### config.mk
export PLATFORM = sky130hd
export DESIGN_NAME = maxpool2x2_stream
export DESIGN_NICKNAME = d
export VERILOG_FILES = /design/src/rtl/maxpool2x2_stream.sv
export SDC_FILE = /design/constraint.sdc
export NUM_CORES = 1
export LEC_CHECK = 0
export ABC_AREA = 0
export ABC_CLOCK_PERIOD_IN_PS = 5300
export CORE_UTILIZATION = 35
export DETAILED_ROUTE_END_ITERATION = 12
export MAX_ROUTING_LAYER = met4
export PLACE_DENSITY = 0.54
export SLEW_MARGIN = 20
export SYNTH_ARGS = -nofsm -noshare
export SYNTH_HDL_FRONTEND = slang
export SYNTH_SLANG_ARGS = --single-unit
### constraint.sdc
create_clock -name clk -period 5.3 [get_ports clk]
set_input_delay 0.53 -clock clk [delete_from_list [all_inputs] [get_ports clk]]
set_output_delay 0.53 -clock clk [all_outputs]
set_load 0.01 [all_outputs]
### src/rtl/maxpool2x2_stream.sv
// Streaming 2x2 / stride-2 max-pool for a raster-order stream of non-negative binary32 activations.
// A half-row line buffer keeps the even-row horizontal maxima until the matching odd row arrives.
module maxpool2x2_stream #(
    parameter int DATA_WIDTH = 32,
    parameter int IMG_WIDTH  = 8,
    parameter int IMG_HEIGHT = 8
) (
    input  logic                  clk,
    input  logic                  rst,
    input  logic                  in_valid,
    input  logic [DATA_WIDTH-1:0] data_in,
    output logic                  out_valid,
    output logic [DATA_WIDTH-1:0] data_out,
    output logic                  frame_done
);

    localparam int CW   = $clog2(IMG_WIDTH);
    localparam int RW   = $clog2(IMG_HEIGHT);
    localparam int HALF = IMG_WIDTH / 2;
    localparam int LBW  = (HALF > 1) ? $clog2(HALF) : 1;

    logic [CW-1:0]         col;
    logic [RW-1:0]         row;
    logic [DATA_WIDTH-1:0] pair_reg;
    logic [DATA_WIDTH-1:0] linebuf [HALF];

    logic [DATA_WIDTH-1:0] din_s;
    logic [DATA_WIDTH-1:0] hmax;
    logic [DATA_WIDTH-1:0] vmax;
    logic [LBW-1:0]        lb_idx;
    logic                  col_last;
    logic                  row_last;

    // Both operands are sanitised (sign bit clear), so the magnitude bits order them exactly.
    function automatic logic [DATA_WIDTH-1:0] fmax(input logic [DATA_WIDTH-1:0] a,
                                                   input logic [DATA_WIDTH-1:0] b);
        return (a[DATA_WIDTH-2:0] >= b[DATA_WIDTH-2:0]) ? a : b;
    endfunction

    assign din_s    = data_in[DATA_WIDTH-1] ? '0 : data_in;
    assign hmax     = fmax(pair_reg, din_s);
    assign lb_idx   = LBW'(col >> 1);
    assign vmax     = fmax(linebuf[lb_idx], hmax);
    assign col_last = (col == CW'(IMG_WIDTH - 1));
    assign row_last = (row == RW'(IMG_HEIGHT - 1));

    always_ff @(posedge clk or posedge rst) begin
        if (rst) begin
            col        <= '0;
            row        <= '0;
            pair_reg   <= '0;
            out_valid  <= 1'b0;
            data_out   <= '0;
            frame_done <= 1'b0;
        end else begin
            out_valid  <= 1'b0;
            frame_done <= 1'b0;
            if (in_valid) begin
                if (!col[0]) begin
                    pair_reg <= din_s;
                end else if (row[0]) begin
                    data_out   <= vmax;
                    out_valid  <= 1'b1;
                    frame_done <= row_last && col_last;
                end
                if (col_last) begin
                    col <= '0;
                    row <= row_last ? '0 : row + 1'b1;
                end else begin
                    col <= col + 1'b1;
                end
            end
        end
    end

    // No reset: every entry is written on an even row before the odd row reads it.
    always_ff @(posedge clk) begin
        if (in_valid && col[0] && !row[0])
            linebuf[lb_idx] <= hmax;
    end

endmodule

Word-level counts from Yosys, hierarchy flattened
Memories as Yosys holds them, arrays and structs flattened.
Cells that the tools add are included.
Operators by class
  add/sub/neg operators: 2
  bitwise gates (word level): 1
  magnitude comparators: 2
  multiply operators: 0
  muxes and demuxes: 13
  equal/unequal tests: 2
  reductions and logical operators: 7
  shifts and indexed selects: 0
  divide/modulo/power cells: 0
Operators by type and width (number)
  32-bit two-way mux: 2
  31-bit greater-or-equal comparator: 2
  31-bit two-way mux: 1
  1-bit two-way mux: 8
  3-bit by 1-bit adder with 3-bit output, second input constant: 2
  3-bit equality test, second input constant: 2
  3-bit two-way mux: 2
  2-bit AND reduction: 2
  1-bit logical AND: 3
  3-bit AND reduction: 1
  1-bit logical NOT: 1
  1-bit NOT: 1
Storage, ports and cells
  latch bits: 0
  RAM bits: 128
  flip-flop bits (word level): 72
  output and inout bits: 34
  logic and storage cells: 34
  memory bits (read-only): 0
  memories: 1
Memories
  linebuf: words 4, width 32, read ports 1, clocked after Yosys merged registers in 0, write ports 1, line 25  | logic [DATA_WIDTH-1:0] linebuf [HALF];

Longest topological paths before layout
  depth in word-level cells: 5
  mapped depth: 21

Worst setup path after synthesis
Ideal clock, no wire load.
  path kind: input to register
  start: in data_in[31]
  end: reg data_out[10]
  arrival: 4675 ps
  setup time: 118 ps
  slack: 507 ps
  path buffers: 3
  stages on the path: 20
  required time: 5182 ps
  cells stage by stage: clkbuf_1 nand2b_1 ha_1 a21o_1 a211o_1 a41oi_1 o21ai_0 o21ai_1 buf_2 mux2i_1 inv_1 ha_1 a21o_1 a21o_1 a211o_1 a2111o_1 a31oi_2 clkbuf_2 o21ai_0 a21o_1
Between the ends
  cells in the longest elaborated chain, start to end: 5
Ends and longest elaborated chain
  from (decl): line 11  | input logic [DATA_WIDTH-1:0] data_in,
  31-bit two-way mux (*): line 40  | assign din_s = data_in[DATA_WIDTH-1] ? '0 : data_in;
  31-bit greater-or-equal comparator: line 37  | return (a[DATA_WIDTH-2:0] >= b[DATA_WIDTH-2:0]) ? a : b;
  32-bit two-way mux (*): line 37
  via hmax[20]: line 28  | logic [DATA_WIDTH-1:0] hmax;
  31-bit greater-or-equal comparator (*): line 37
  32-bit two-way mux (*): line 37
  to (signal assigned): line 62  | data_out <= vmax;
  to (decl): line 13  | output logic [DATA_WIDTH-1:0] data_out,
The timed path passes the listed nets; every way through them passes the cells marked *.
A chain may end at the register's enable or synchronous reset.

Worst setup path after layout
  start: in data_in[31]
  end: reg data_out[9]
The elaborated chain is that of the path after synthesis.

==> reports/results.ini <==
[outcome]
status = complete, but fails checks
violations = DRC

[worst_setup_path]
reg2reg_depth = 20
crit_type = in2reg
crit_path_max_incr_delay_ps = 440
worst_setup_path_start_kind = input port
reg2reg_slack_ps = 810
crit_required_ps = 5640
path_cells = clkdlybuf4s50_1 -> buf_12 -> nand2b_1 -> ha_1 -> nand4_1 -> nor2_1 -> or4b_1 -> o21ai_0 -> buf_4 -> o21ai_4 -> buf_4 -> buf_4 -> mux2i_1 -> inv_1 -> ha_1 -> a21oi_1 -> nor2_1 -> a211o_1 -> a2111o_1 -> a31oi_2 -> buf_4 -> o21ai_0 -> a21o_1
path_common_cell = buf_4
cp-end-kind = flip-flop
regToRegStartpoint = pair_reg[21]
slowest_stage = clkdlybuf4s50_1
path_buf_inv = 7
reg2reg_to = data_out[9]
crit_fanout = 26
cp_top_family = compound AO/OA/AOI/OAI gates
critPathArrivalTime_ps = 5350

[logic_synthesis]
ys_types = 39
ys_warn_count = 0
syn_area_per_cell_um2 = 12.5
synthesis.area_um2 = 9480
synth_fp_nets = 857
ys_seq_area_share_pct = 57.7
synthCells = 756
ys_ff_latch = 194

[cells_and_area]
fillers = 2414
num_antenna_cells = 0
largest_reg_flops = 124
area_growth_pct = 23.2
drive_gt1_share_pct = 17.5
stdcell_area_um2 = 11700
nNetsFinal = 990

[floorplan]
fp-row-count = 59
die_h_um = 167
ioPinCount = 69
core_area_um2 = 26400
die-area_um2 = 27800
die_w_um = 167
initial_core_util_pct = 36.0

[clocking]
numCtsBuffers = 17
cts_tree = yes
clock_tree.buffer_depth = 2
clk_latency_ps = 440
cts.sinks = 194
cts_setup_buffers = 0
clock_tree.root_cell = clkbuf_16
path_clk_slew_ps = 70
htree_levels = 4

[route]
ant_nets = 0
vias = 6116
wl_per_cell_um = 17.9
firstDrtPassIters = 9
drtIter0Drc = 285
drcViolationCount = 5
vias_per_cell = 4.94
totalWireLength_um = 22200

[grt]
grt_max_degree = 63
antenna_found_initial = 0
grt_pass1_vias = 6337
grt-ovfl-total = 0
grt_first_pass_wirelength_um = 35400
grt_use_total_pct = 17.4

[timing]
hold_ws_ps = 518
tightest_slew_ps = 946
fin_skew_ps = 11.9
setup_viol_count_final = 0
hold_viol = 0
relSlewSlack_pct = 36.9
fin_crit_ps = 5010
maxSlewViolCount = 0
rsz0062_at_grt = yes
fin_crit_sh_pct = 94.6
fmax_ghz = 0.199

[power_and_ir_drop]
ir_drop_uv = 241
p_total_mw = 6.22
powerDensity_nw_per_um2 = 533
power.leakage_nw = 4.97

[placed_design]
dp_hpwl_um = 15600
io_buffers = 67
placed_area_um2 = 11100
gp_congestion = 0.810

[worst_hold_path]
hp-start = row[2]
holdPathEnd = row[2]
worstHoldPathCells = 1
worstHoldPathType = reg2reg

[flow_run]
max_cap_violations = 0

-- per-stage QoR --
| stage | TNS (ps) | setup WS (ps) | instances | util, % |
|---|---|---|---|---|
| after global routing | -4.87 | -4.87 | 1237 | 44.3 |
| after floorplan | 0 | 507 | 756 | - |
| after CTS | 0 | 277 | 1237 | 44.3 |
| final | 0 | 285 | 1237 | 44.3 |
| after detailed placement | -5150 | -185 | 1205 | 42.0 |
| after global placement | -3870 | -134 | 1205 | 42.0 |
-- metal layers --
metal | vias to the layer above | global-route usage [%] | wire length (µm)
li1 | 2988 | - | -
met1 | 2992 | 22.9 | 10300
met2 | 118 | 27.9 | 10800
met3 | 18 | 2.90 | 796
met4 | 0 | 4.71 | 286
met5 | - | - | 0
-- cell usage after synthesis --
master,count,area [µm²]
nand2_1,112,420
nor2b_1,4,25.0
o2111ai_1,1,8.76
nor3_1,4,20.0
clkbuf_1,20,75.1
edfxtp_1,124,3720
nor4b_1,1,8.76
a21oi_1,21,105
a211o_1,2,17.5
buf_2,6,30.0
a211oi_1,3,22.5
and4_1,1,8.76
o21ai_0,72,360
dfrtp_1,70,1750
buf_1,1,3.75
ha_1,66,826
o31ai_1,1,7.51
nor2_1,15,56.3
a21o_1,37,278
conb_1,1,3.75
nand3_1,4,20.0
nand4_1,8,50.1
mux2i_1,30,300
nand2b_1,32,200
inv_1,64,240
o21ai_1,1,5.00
a2111o_1,1,11.3
or4b_1,1,10.0
mux4_2,31,698
clkbuf_2,3,15.0
buf_6,4,45.0
nor4_1,1,6.26
a22oi_1,2,15.0
buf_4,1,7.51
a41oi_1,1,8.76
mux2_2,6,67.6
and2_1,1,6.26
and3_1,2,12.5
a31oi_2,1,12.5
-- power by group --
| part | internal (mW) | total (mW) | switching [mW] |
|---|---|---|---|
| Clock | 0.711 | 1.32 | 0.608 |
| Sequential | 2.00 | 2.22 | 0.215 |
| Combinational | 1.30 | 2.69 | 1.38 |
-- placed cells by master (no fill, tap or decap), types with 2 or more instances in the layout --
cell and instances:
nand2_1 112, a211oi_1 3, edfxtp_1 124, mux2_2 6
nor2_1 14, and3_1 2, nor2b_1 4, nor3_1 4
mux4_2 31, a22oi_1 2, a21o_1 37, buf_12 2
inv_6 3, clkinv_4 3, clkinvlp_4 3, a21oi_1 21
nand2b_1 31, nand3_1 4, buf_4 79, clkdlybuf4s50_1 67
o21ai_0 72, dfrtp_1 69, bufinv_16 2, inv_8 3
inv_1 63, mux2i_1 30, ha_1 66, nand4_1 8
clkbuf_16 17, a211o_1 2
-- layout make-up --
cell class	count	area, µm²	share of cell area, %
Tap cell	335	419	3.59
Multi-Input combinational cell	463	3630	31.1
Sequential cell	194	5480	46.9
Timing Repair Buffer	149	1320	11.3
Clock buffer	18	429	3.67
Inverter	64	240	2.06
Clock inverter	14	169	1.45
-- logic make-up after synthesis --
kind of cell             synth area share [%]
adder cells (fa/ha/maj)                  8.71
buffers and inverters                    4.39
multiplexers                             11.2
AND/OR/NAND/NOR                          8.91
other                                  0.0395
flip-flops                               57.7
AO/OA/AOI/OAI                            8.98
-- worst max-delay path by stage --
| stage | from | endpoint | slack (ps) | cells after the start |
|---|---|---|---|---|
| 2_1_floorplan | data_in[31] | data_out[10] | 510 | 20 |
| 3_3_place_gp | data_in[31] | data_out[23] | -130 | 23 |
| 3_5_place_dp | data_in[31] | data_out[19] | -180 | 23 |
| 4_1_cts | data_in[31] | data_out[19] | 280 | 23 |
| 5_1_grt | data_in[31] | data_out[19] | -5 | 22 |
| 6_report | data_in[31] | data_out[9] | 290 | 23 |
-- timing repair --
| item | CTS | global route |
|---|---|---|
| endpoints found under the setup margin | 0 | 8 |
| hold buffers | 0 | 0 |
| resized for setup | 0 | 1 |
Note: power is estimated with default switching activity, not from simulation.
